--- src/rtl/seq_mul_unit_pkg.sv ---
// Shared types and constants for the iterative RV32M multiplier.
package mul_pkg;

    typedef enum logic [1:0] {
        MUL    = 2'b00,
        MULH   = 2'b01,
        MULHSU = 2'b10,
        MULHU  = 2'b11
    } mul_op_t;

    typedef enum logic [1:0] {
        IDLE,
        CALC,
        FIX,
        DONE
    } mul_state_t;

    localparam int MUL_SIZE  = 32;
    localparam int MUL_STEPS = MUL_SIZE / 2;

    function automatic logic rs1_is_signed(input mul_op_t op);
        return (op == MULH) || (op == MULHSU);
    endfunction

    function automatic logic rs2_is_signed(input mul_op_t op);
        return (op == MULH);
    endfunction

endpackage

--- src/rtl/csa_add3.sv ---
// Three-operand adder: one carry-save compression level followed by a carry-propagate add.
module csa_add3 #(
    parameter int W = 34
) (
    input  logic [W-1:0] a,
    input  logic [W-1:0] b,
    input  logic [W-1:0] c,
    output logic [W-1:0] sum
);

    logic [W-1:0] s_vec;
    logic [W-1:0] maj_vec;
    logic [W-1:0] c_vec;

    assign s_vec   = a ^ b ^ c;
    assign maj_vec = (a & b) | (a & c) | (b & c);
    // Carries weigh one position higher; the top carry never matters at the widths used here.
    assign c_vec   = {maj_vec[W-2:0], 1'b0};
    assign sum     = s_vec + c_vec;

endmodule

--- src/rtl/seq_mul_unit_step.sv ---
// One radix-4 shift-add step: adds the two partial products selected by two multiplier bits.
module mul_step #(
    parameter int size = 32
) (
    input  logic [size-1:0] acc_hi,
    input  logic [size-1:0] mcand,
    input  logic [1:0]      mbits,
    output logic [size+1:0] acc_hi_nxt,
    output logic [1:0]      lsb_out
);

    logic [size+1:0] base;
    logic [size+1:0] pp0;
    logic [size+1:0] pp1;

    assign base = {2'b00, acc_hi};
    assign pp0  = {2'b00, mcand & {size{mbits[0]}}};
    assign pp1  = {1'b0, mcand & {size{mbits[1]}}, 1'b0};

    // Sum is bounded by 4*(2^size-1), so size+2 bits never overflow.
    csa_add3 #(
        .W(size + 2)
    ) u_csa (
        .a  (base),
        .b  (pp0),
        .c  (pp1),
        .sum(acc_hi_nxt)
    );

    assign lsb_out = acc_hi_nxt[1:0];

endmodule

--- src/rtl/seq_mul_unit.sv ---
// Iterative RV32M multiplier (MUL/MULH/MULHSU/MULHU), two multiplier bits retired per cycle.
module seq_mul_unit
    import mul_pkg::*;
#(
    parameter int size = MUL_SIZE
) (
    input  logic            clk,
    input  logic            rst_n,
    input  logic            in_valid,
    output logic            in_ready,
    input  logic [1:0]      op,
    input  logic [size-1:0] rs1,
    input  logic [size-1:0] rs2,
    input  logic            flush,
    output logic            out_valid,
    input  logic            out_ready,
    output logic [size-1:0] result
);

    localparam int STEPS = size / 2;
    localparam int SW    = $clog2(STEPS + 1);
    localparam logic [SW-1:0] LAST_STEP = SW'(STEPS - 1);

    function automatic logic [size-1:0] magnitude(input logic [size-1:0] v, input logic is_signed);
        return (is_signed && v[size-1]) ? -v : v;
    endfunction

    function automatic logic [size-1:0] select_half(input logic [2*size-1:0] a, input mul_op_t o);
        return (o == MUL) ? a[size-1:0] : a[2*size-1:size];
    endfunction

    mul_state_t      state;
    mul_op_t         op_q;
    logic            neg_q;
    logic [size-1:0] mcand_q;
    logic [size-1:0] mplier_q;
    logic [2*size-1:0] acc_q;
    logic [SW-1:0]   step_q;

    mul_op_t         op_in;
    logic            rs1_neg;
    logic            rs2_neg;
    logic [size+1:0] step_sum;
    logic [1:0]      step_lsb;

    assign op_in   = mul_op_t'(op);
    assign rs1_neg = rs1_is_signed(op_in) & rs1[size-1];
    assign rs2_neg = rs2_is_signed(op_in) & rs2[size-1];

    mul_step #(
        .size(size)
    ) u_step (
        .acc_hi    (acc_q[2*size-1:size]),
        .mcand     (mcand_q),
        .mbits     (mplier_q[1:0]),
        .acc_hi_nxt(step_sum),
        .lsb_out   (step_lsb)
    );

    always_ff @(posedge clk or negedge rst_n) begin
        if (!rst_n) begin
            state     <= IDLE;
            in_ready  <= 1'b1;
            out_valid <= 1'b0;
            result    <= '0;
            op_q      <= MUL;
            neg_q     <= 1'b0;
            mcand_q   <= '0;
            mplier_q  <= '0;
            acc_q     <= '0;
            step_q    <= '0;
        end else if (flush) begin
            state     <= IDLE;
            in_ready  <= 1'b1;
            out_valid <= 1'b0;
        end else begin
            unique case (state)
                IDLE: begin
                    if (in_valid) begin
                        op_q     <= op_in;
                        mcand_q  <= magnitude(rs1, rs1_is_signed(op_in));
                        mplier_q <= magnitude(rs2, rs2_is_signed(op_in));
                        neg_q    <= rs1_neg ^ rs2_neg;
                        acc_q    <= '0;
                        step_q   <= '0;
                        in_ready <= 1'b0;
                        state    <= CALC;
                    end
                end
                // Whole accumulator shifts right by two; the sum's low bits enter the low half.
                CALC: begin
                    acc_q    <= {step_sum[size+1:2], step_lsb, acc_q[size-1:2]};
                    mplier_q <= mplier_q >> 2;
                    step_q   <= step_q + SW'(1);
                    if (step_q == LAST_STEP) begin
                        state <= FIX;
                    end
                end
                FIX: begin
                    acc_q <= neg_q ? -acc_q : acc_q;
                    state <= DONE;
                end
                // First DONE cycle loads the result register; out_valid then holds until taken.
                DONE: begin
                    if (!out_valid) begin
                        result    <= select_half(acc_q, op_q);
                        out_valid <= 1'b1;
                    end else if (out_ready) begin
                        out_valid <= 1'b0;
                        in_ready  <= 1'b1;
                        state     <= IDLE;
                    end
                end
                default: state <= IDLE;
            endcase
        end
    end

endmodule
--- config.mk ---
export PLATFORM = sky130hd
export DESIGN_NAME = seq_mul_unit
export DESIGN_NICKNAME = d
export VERILOG_FILES = /design/src/rtl/seq_mul_unit_pkg.sv /design/src/rtl/csa_add3.sv /design/src/rtl/seq_mul_unit_step.sv /design/src/rtl/seq_mul_unit.sv
export SDC_FILE = /design/constraint.sdc
export NUM_CORES = 1
export LEC_CHECK = 0
export CAP_MARGIN = 40
export CORE_MARGIN = 2
export CORE_UTILIZATION = 40
export CTS_CLUSTER_SIZE = 25
export DETAILED_ROUTE_END_ITERATION = 8
export GPL_TIMING_DRIVEN = 0
export MAX_ROUTING_LAYER = met4
export SETUP_SLACK_MARGIN = 0.02
export SLEW_MARGIN = 10
export SYNTH_ARGS = -nofsm -noshare
export SYNTH_HDL_FRONTEND = slang
export SYNTH_SLANG_ARGS = --single-unit
--- constraint.sdc ---
create_clock -name clk -period 5.1 [get_ports clk]
set_input_delay 0.765 -clock clk [delete_from_list [all_inputs] [get_ports clk]]
set_output_delay 0.765 -clock clk [all_outputs]
set_load 0.03 [all_outputs]
==> summary.md, run 1 <==
| Metric | Value |
|---|---|
| Vias per Instance | approximately 5.7 |
| Synth cell types | roughly 70 |
| Compound-cell area share of the yosys netlist | 21.6% |
| Unrepaired setup endpoints after global routing | no |
| Routability cong. | 0.910 |
| Seq/Total Area, Yosys | around 33% |
| Internal power | 4.22 mW |
| Post-DP HPWL | 30800 um |
| Synthesized area | around 13000 sq um |
| Layout cell share with drive strength beyond 1 | 3.21% |
| Wire per inst | around 19 um |
| Critical Path RT | 5.48 ns |
| Die height | between 150 and 200 um |
| Total Wirelength | 39700 um |
| CTS Buf Count | 17 |
| Mux contribution to synthesized area | 3.27% |
| Post-CTS Hold Buffers | 0 |
| Crit path kind | register to register |
| DRC Markers | 0 |
| CP Capture Type | register |
| Worst skew pair latency | 0.46 ns |
| Layout fillers | between 3000 and 4000 |
| Top post-synthesis cells by area | dfrtp_1 33%, o21ai_0 6.8%, nand2_1 6.1% |
| R2r startpoint | mplier_q[0] |
| Routed vias | ~12000 |
| Net Sw Power | about 4.3 mW |
| Post-Syn Nets | about 1800 |
| Max Clk Rate | ~0.22 GHz |
| Synth Area in Simple Gates | between 20% and 30% |
| Routed Antenna Nets | 0 |
| First-pass GRT wire length | 63800 um |
| Gr usage total | about a quarter |
| Max Root-Sink Buffers | 2 |
| Leak Pwr | about 6.6 nW |
| Reg-to-reg slack, setup | between 0.5 and 0.6 ns |
| Remaining Overflow, GRT | 0 |
| Max-cap violation count | 0 |
| Largest net degree at the start of global routing | 95 |
| Number of cell rows | between 60 and 70 |
| Iteration-0 DRC Markers | about 1100 |
| CTS Sinks | roughly 170 |
| Worst clock skew | 0.0138 ns |
| Hold Slack | between 0.2 and 0.3 ns |
| Final Hold Viols | 0 |
| Die Wd | approximately 180 um |
| Most common flop cell mapped by yosys | dfrtp_1 |
| CP Max Fanout | 10 |
| Post-synthesis cell count | 1605 |
| DP Area | around 14000 sq um |
| CTS tree | done |
| Clock share of power | around 15% |
| CTS H-tree depth | 4 |
| Most frequent cells in the layout | 211 x nand2_1, 175 x o21ai_0, 171 x dfrtp_1, 134 x nor2_1, 131 x a21oi_1 |
| Starting density of the core | 40.7% |
| Clock transition at the registers of the reported paths | 0.07 ns |
| #FFs+latches synth | around 170 |
| Full die area | between 30000 and 40000 sq um |
| Initial antenna violation count | 0 |
| Xor/xnor cell area share of the yosys netlist | 5.91% |
| Asr flop ratio synth | between 90% and 100% |
| Final setup vio count | 0 |
| Post-synth top area share | about a third |
| Switch share | 50.5% |
| Number of setup buffers added after CTS | 0 |
| Tmin final | approximately 4.6 ns |
| Reg2Reg Depth | 15 |
| Cell taking the most area after synthesis | dfrtp_1 |
| Most common cell after layout, fill and taps aside | nand2_1 |
| Largest family of logic cells by synthesized area | compound AO/OA/AOI/OAI gates |
| Final instance area | between 15000 and 20000 sq um |
| Status | completed |
| Reg power frac | 26.9% |
| Critical path startpoint category | register |
| Max_slew headroom | between 30% and 40% |
| Final period util | about nine tenths |
| Vias in the first global route | 11600 |
| Worst Hold Class | primary input to async pin |
| Antenna diodes | 0 |
| Post-cts sizing count | 0 |
| Worst VDD drop | 0.268 mV |
| Worst Max-Slew Pin Slew | 0.947 ns |
| Number of flops mapped to enable cells by yosys | 0 |
| Layout net count | roughly 1900 |
| Reg2Reg Capture Point | acc_q[59] |
| I/O pin cnt | 105 |
| Core Util, Final | a little under half |
| Synth Area in Adders | under 10% |
| Core Box Area | about 32000 sq um |
| Area grow syn2layout | 16.5% |
| Post-synthesis average cell area | around 8.0 sq um |
| DRT Pass-1 Iters | 5 |
| PwrDens | 568 nW/um^2 |
| DP Cell Count | 2112 |
| CP arrival | approximately 5 ns |
| Port Buf Inserts | 104 |
| Combinational fraction of design power | roughly 58% |
| Yosys warning count | 0 |
| Final Slew Violations | 0 |
| CTS root buf | clkbuf_16 |
| Post-Layout Cell Count | between 2000 and 2500 |
| Power, Total | 8.52 mW |
## cell usage after synthesis (6+ instances only)
cell type	count
fa_1	32
nand2_1	211
nor2_1	134
buf_1	6
xor2_1	36
a32oi_1	18
dfrtp_1	171
o22ai_1	7
nand3_1	23
or3_1	15
clkbuf_1	85
o31ai_1	13
or4_1	11
a21oi_1	131
o21ai_0	175
and2_1	11
o31a_1	6
a21o_1	22
a22o_1	8
nand2b_1	9
nor2b_1	7
a31oi_1	12
a22oi_1	6
mux2i_1	41
a221o_1	6
nor4_1	14
nor3_1	49
and3_1	17
ha_1	44
nand4_1	16
o211ai_1	7
inv_1	125
xnor2_1	51
## state kept, by name, indices dropped and copies added, names as in the netlist
signal,cells
acc_q,64
mcand_q,32
mplier_q,32
result,32
step_q,5
op_q,2
state,2
in_ready,1
neg_q,1
out_valid,1
## critical path: stages (launching register included)
cell and delay, ns:
dfrtp_1 0.56, clkbuf_1 0.44, nand2_1 0.18, fa_1 0.49, inv_1 0.07, ha_1 0.23, inv_1 0.08, fa_1 0.40
nor2b_1 0.13, o21a_1 0.14, a311o_1 0.28, a31oi_1 0.16, o21ai_0 0.41, a41oi_1 0.33, or4_1 0.47, nand3_1 0.10
## power by group through the flow
stage	clock network (mW)	logic [mW]	registers, mW
finish	1.29	4.95	2.29
global route	1.36	5.51	2.36
detailed placement	0	4.86	2.31
global placement	0	4.78	2.29
floorplan	0	3.21	2.37
CTS	1.30	4.89	2.28
## per-layer routing
| layer | vias to the layer above | part of all wire [%] | global-route usage [%] |
|---|---|---|---|
| li1 | 5868 | - | - |
| met1 | 5780 | 49 | 35.3 |
| met2 | 413 | 44 | 37.0 |
| met3 | 59 | 5.3 | 2.87 |
| met4 | 0 | 2.5 | 7.71 |
| met5 | - | 0 | - |
## layout make-up
class	instances	area [sq um]	area share (%)
repair buffers	105	1070	7.15
multi-input cells	1211	7730	51.5
clock inverters	11	113	0.750
flip-flops and latches	172	4310	28.7
inverters	125	469	3.13
clock buffers	21	440	2.93
plain buffers	97	374	2.49
well taps	402	503	3.35
## kinds of logic (layout without fill, tap and decap cells)
family | count (synthesis) | in the layout
AOI/OAI and AO/OA | 462 | 462
xor gates and xnor gates | 87 | 87
adders and majority gates | 76 | 76
buffers and inverters | 222 | 359
DFF | 172 | 172
muxes | 42 | 42
and+or+nand+nor | 544 | 544
## through the flow
stage | worst slack [ns] | TNS, ns
finish | 0.531 | 0
global route | 0.180 | 0
CTS | 0.524 | 0
detailed placement | 0.542 | 0
global placement | -4.09 | -696.74
floorplan | 1.52 | 0
## how the worst max path moves through the flow
stage | start | endpoint
floorplan | mplier_q[0] | acc_q[63]
global placement | rst_n | mplier_q[21]
detailed placement | mplier_q[0] | acc_q[59]
CTS | mplier_q[0] | acc_q[59]
global route | mplier_q[0] | acc_q[59]
finish | mplier_q[0] | acc_q[59]
(Power assumes the default switching activity.)
==> run 2: changes to the inputs <==
--- a/config.mk
+++ b/config.mk
@@ -10,7 +10,7 @@
 export CORE_UTILIZATION = 40
 export CTS_CLUSTER_SIZE = 25
 export DETAILED_ROUTE_END_ITERATION = 8
-export GPL_TIMING_DRIVEN = 0
+export GPL_TIMING_DRIVEN = 1
 export MAX_ROUTING_LAYER = met4
 export SETUP_SLACK_MARGIN = 0.02
 export SLEW_MARGIN = 10
==> constraint.sdc (replaced) <==
create_clock -name clk -period 4.21 [get_ports clk]
set_input_delay 0.6315 -clock clk [delete_from_list [all_inputs] [get_ports clk]]
set_output_delay 0.6315 -clock clk [all_outputs]
set_load 0.03 [all_outputs]
==> run 2 against run 1 <==
  * Routed wire length down 7.6%
  * Clock power up 17%
  * Flip-flop and latch count unchanged
  * Utilization down 0.42 points
  * Highest routed layer unchanged
==> summary.md, run 2 (same netlist as run 1, synthesis figures left out) <==
| Metric | Value |
|---|---|
| Tmin final | ~3.8 ns |
| I/O pin cnt | roughly 110 |
| Routed vias | roughly 12000 |
| Largest net degree at the start of global routing | 74 |
| Gr usage total | 23.0% |
| Clock transition at the registers of the reported paths | ~0.070 ns |
| Number of cell rows | between 60 and 70 |
| CP max-delay cell | dfrtp_1 |
| Worst VDD drop | ~0.46 mV |
| Max Clk Rate | approximately 0.26 GHz |
| Area of the multi-input gates | 7770 sq um |
| Starting density of the core | between 40 and 50% |
| Iteration-0 DRC Markers | a little over 800 |
| Status | completed |
| Max incr delay on CP | between 0.5 and 0.6 ns |
| Unrepaired setup endpoints after global routing | no |
| Final Hold Viols | 0 |
| DRC Markers | 0 |
| Post-CTS Hold Buffers | 0 |
| Full die area | around 34000 sq um |
| Port Buf Inserts | roughly 100 |
| CP arrival | 4.17 ns |
| Post-route setup slack | a little over 0.4 ns |
| Leak Pwr | 6.63 nW |
| Max-cap violation count | 0 |
| Most common cell after layout, fill and taps aside | nand2_1 |
| Reg2Reg Depth | 14 |
| Worst Hold Class | primary input to async pin |
| Critical path startpoint category | register |
| Setup_tns | 0 ns |
| Critical Path RT | approximately 4.6 ns |
| Routability cong. | roughly 0.90 |
| Most frequent cells in the layout | 211 x nand2_1, 174 x o21ai_0, 171 x dfrtp_1, 133 x nor2_1, 131 x a21oi_1 |
| Layout fillers | between 3000 and 4000 |
| Max Root-Sink Buffers | 2 |
| Core Box Area | approximately 32000 sq um |
| CP Max Fanout | 14 |
| Crit path kind | register to register |
| Register Area | 4310 sq um |
| Routed Antenna Nets | 0 |
| DRT Pass-1 Iters | 5 |
| Remaining Overflow, GRT | 0 |
| Final setup vio count | 0 |
| Vias per Instance | between 5 and 6 |
| Vias in the first global route | between 10000 and 15000 |
| Worst Max-Slew Pin Slew | 0.840 ns |
| CTS Sinks | roughly 170 |
| Worst clock skew | roughly 0.02 ns |
| Die Wd | 183 um |
| Area grow syn2layout | 15.5% |
| CTS Buf Count | 17 |
| Final period util | around nine tenths |
| CTS tree | done |
| First-pass GRT wire length | about 60000 um |
| Pre-CTS WS | 0.312 ns |
| Max_slew headroom | between 40% and 50% |
| Final Slew Violations | 0 |
| CTS H-tree depth | 4 |
| R2r startpoint | mplier_q[0] |
| Reg-to-reg slack, setup | approximately 0.41 ns |
| Worst skew pair latency | 0.45 ns |
| Most flops, register | acc_q |
| Layout net count | 1805 |
| Number of setup buffers added after CTS | 0 |
| Die height | 183 um |
| PwrDens | 685 nW/um^2 |
| Total Wirelength | about 37000 um |
| Wire per inst | approximately 18 um |
| Layout cell share with drive strength beyond 1 | 4.91% |
| Post-cts sizing count | 0 |
| CTS root buf | clkbuf_16 |
| Reg2Reg Capture Point | acc_q[59] |
| Max reg flops | 64 |
| Antenna diodes | 0 |
| CP Capture Type | register |
| Initial antenna violation count | 0 |
| Post-DP HPWL | 27700 um |
| Crit-path cells | nand2_1, fa_1, inv_1, ha_1, inv_1, fa_1, nor2b_1, o21a_1, a311o_1, a31oi_1, o21ai_0, a41oi_2, or4_1, nand3_1 |
## run 2: cell type report
class	count	area share, %
multi-input combinational	1211	52.2
sequential	172	28.9
timing repair buffer	131	8.62
tap	402	3.38
inverter	125	3.15
clock buffer	22	3.12
clock inverter	10	0.580
## run 2: worst max-delay path, delay by kind of cell, from the launching register on
kind | cells | cell delay (ns)
AOI/OAI and AO/OA | 5 | 1.20
buffers and inverters | 2 | 0.13
and+or+nand+nor | 4 | 0.78
DFF | 1 | 0.58
adders and majority gates | 3 | 1.03
## run 2: worst max path at each step
stage | startpoint | to | slack [ns] | depth (start not counted)
after floorplan | mplier_q[0] | acc_q[63] | 0.63 | 15
after CTS | mplier_q[0] | acc_q[63] | 0.28 | 14
final | mplier_q[0] | acc_q[59] | 0.41 | 14
after global routing | mplier_q[0] | acc_q[59] | 0.11 | 14
after global placement | mplier_q[0] | acc_q[63] | 0.36 | 14
after detailed placement | mplier_q[0] | acc_q[63] | 0.31 | 14
## run 2: through the flow
stage	cells	instance area, sq um	hold WS [ns]	utilization, %	total power [mW]
after floorplan	1605	12900	0.336	-	6.75
after global placement	2039	14300	0.457	45.2	8.56
after detailed placement	2041	14300	0.466	45.3	8.65
after CTS	2073	14900	0.239	47.0	10.2
after global routing	2073	14900	0.274	47.0	11.1
final	2073	14900	0.214	47.0	10.2
## run 2: where the power goes
group	total (mW)	internal (mW)	switching, mW
combinational	5.92	2.15	3.78
sequential	2.75	2.22	0.531
clock	1.51	0.798	0.714
total	10.2	5.16	5.02
## run 2: per-layer routing
metal	vias up	routed length, um	track usage (%)
met4	0	386	4.86
li1	5727	-	-
met2	333	16100	33.9
met1	5552	18500	34.3
met5	-	0	-
met3	24	1710	2.54
==> run 3: changes to the inputs <==
--- a/config.mk
+++ b/config.mk
@@ -6,12 +6,13 @@
 export NUM_CORES = 1
 export LEC_CHECK = 0
 export CAP_MARGIN = 40
-export CORE_MARGIN = 2
 export CORE_UTILIZATION = 40
+export CTS_BUF_LIST = sky130_fd_sc_hd__clkbuf_4
 export CTS_CLUSTER_SIZE = 25
 export DETAILED_ROUTE_END_ITERATION = 8
 export GPL_TIMING_DRIVEN = 1
 export MAX_ROUTING_LAYER = met4
+export REMOVE_ABC_BUFFERS = 1
 export SETUP_SLACK_MARGIN = 0.02
 export SLEW_MARGIN = 10
 export SYNTH_ARGS = -nofsm -noshare
==> run 3 against run 2 <==
  * Via count increased by 0.74%
  * Flip-flop and latch count unchanged
  * Largest power group unchanged
  * Fmax increased by 0.77%
  * First-iteration DRC count increased by 20%
  * Critical path depth decreased by 1
  * Utilization decreased by 0.58 points
==> summary.md, run 3 (same netlist as run 1, synthesis figures left out) <==
| Metric | Value |
|---|---|
| Status | completed |
| Crit path kind | register to register |
| Critical path startpoint category | register |
| Max_slew headroom | 50.4% |
| Number of cell rows | 65 |
| Worst skew pair latency | ~0.63 ns |
| Port Buf Inserts | between 100 and 150 |
| CP Capture Type | register |
| Core Box Area | 31600 sq um |
| R2r startpoint | mplier_q[1] |
| Worst Max-Slew Pin Slew | roughly 0.74 ns |
| Max Root-Sink Buffers | 2 |
| Tmin final | 3.77 ns |
| Full die area | between 30000 and 40000 sq um |
| CP Max Fanout | 27 |
| Final period util | about nine tenths |
| DRT Pass-1 Iters | 6 |
| Iteration-0 DRC Markers | 995 |
| Gr usage total | 23.9% |
| CTS Buf Count | 17 |
| Post-Layout Cell Count | a little over 2000 |
| Worst clock skew | 0.0394 ns |
| Critical Path Source | mplier_q[1] |
| Die height | 181 um |
| Die Wd | about 180 um |
| Unrepaired setup endpoints after global routing | no |
| Reg-to-reg slack, setup | ~0.44 ns |
| Reg2Reg Capture Point | acc_q[60] |
| Final Slew Violations | 0 |
| Routed vias | around 12000 |
| Clock transition at the registers of the reported paths | approximately 0.17 ns |
| Max-cap violation count | 0 |
| Pre-CTS WS | 0.414 ns |
| Leak Pwr | 6.57 nW |
| Starting density of the core | between 40% and 50% |
| Wire per inst | between 15 and 20 um |
| Remaining Overflow, GRT | 0 |
| I/O pin cnt | 105 |
| Post-route setup slack | 0.439 ns |
| CTS H-tree depth | 4 |
| Hold Slack | between 0.4 and 0.5 ns |
| Most frequent cells in the layout | 211 x nand2_1, 173 x o21ai_0, 171 x dfrtp_1, 133 x nor2_1, 131 x a21oi_1 |
| CTS Sinks | roughly 170 |
| CTS tree | done |
| CP arrival | around 4.3 ns |
| Most flops, register | acc_q |
| Vias per Instance | roughly 5.6 |
| Initial antenna violation count | 1 |
| Final setup vio count | 0 |
| DP Cell Count | roughly 2000 |
| Area grow syn2layout | 14.1% |
| Layout net count | between 1500 and 2000 |
| Largest net degree at the start of global routing | 71 |
| Vias in the first global route | about 11000 |
| First-pass GRT wire length | 60900 um |
| Most common cell after layout, fill and taps aside | nand2_1 |
| Layout cell share with drive strength beyond 1 | about 5.1% |
| Post-DP HPWL | between 20000 and 30000 um |
| PwrDens | between 600 and 700 nW/um^2 |
| Reg2Reg Depth | 13 |
| Critical Path RT | ~4.7 ns |
| Worst Hold Class | primary input to async pin |
| CTS root buf | clkbuf_4 |
| Number of setup buffers added after CTS | 0 |
| Routed Antenna Nets | 0 |
| Power, Total | ~10 mW |
| Core Util, Final | 46.5% |
| Routability cong. | roughly 0.92 |
| Max Clk Rate | ~0.27 GHz |
| Max reg flops | 64 |
| Worst VDD drop | about 0.43 mV |
| DRC Markers | 0 |
| Total Wirelength | 37300 um |
| Final Hold Viols | 0 |
[run 3: stage by stage]
| step | setup TNS (ns) | instance area (sq um) |
|---|---|---|
| after global placement | 0 | 14300 |
| after floorplan | -29.66 | 12500 |
| after detailed placement | 0 | 14400 |
| after global routing | 0 | 14700 |
| after CTS | 0 | 14700 |
| final | 0 | 14700 |
[run 3: cell type report]
cell class,instances,area (sq um)
tap,402,503
multi-input combinational,1211,7760
timing repair buffer,134,1320
sequential,172,4310
inverter,125,469
antenna,1,2.50
fill,3170,16900
clock buffer,19,143
clock inverter,13,189
[run 3: routing by layer]
metal  GRT usage [%]  up-vias  wire length (um)
met1            32.8     5650             17600
met2            37.4      313             17400
li1                -     5716                 -
met3            2.77       43              1550
met5               -        -                 0
met4            6.24        0               688
[run 3: where the power goes]
| part | switching (mW) | total, mW | leakage (nW) | internal (mW) |
|---|---|---|---|---|
| registers | 0.491 | 2.70 | 2.25 | 2.21 |
| clock network | 0.668 | 1.16 | 0.176 | 0.490 |
| logic | 3.87 | 5.97 | 4.14 | 2.10 |
| total | 5.03 | 9.83 | 6.57 | 4.80 |
[run 3: worst max-delay path: stages (launching register included)]
cell	delay, ns
dfrtp_1	0.50
buf_4	0.33
nand2_1	0.11
fa_1	0.48
inv_1	0.04
ha_1	0.36
a21oi_1	0.26
o2111ai_1	0.22
a22o_1	0.27
a31o_2	0.23
o221ai_1	0.33
o21ai_0	0.22
xnor2_1	0.16
o21ai_0	0.14
[run 3: how the worst max path moves through the flow]
stage          slack, ns   endpoint  cells after the start
2_1_floorplan      -0.72  step_q[3]                      5
3_3_place_gp        0.48  acc_q[63]                     12
3_5_place_dp        0.41  acc_q[63]                     12
4_1_cts             0.40  acc_q[63]                     12
5_1_grt             0.12  acc_q[62]                     13
6_report            0.44  acc_q[60]                     13
[run 3: repair_timing]
action / CTS / global route
hold buffers: 1 / 0
hold endpoints to repair: 16 / 0
gates resized for setup: 0 / 1
setup endpoints to repair: 0 / 1
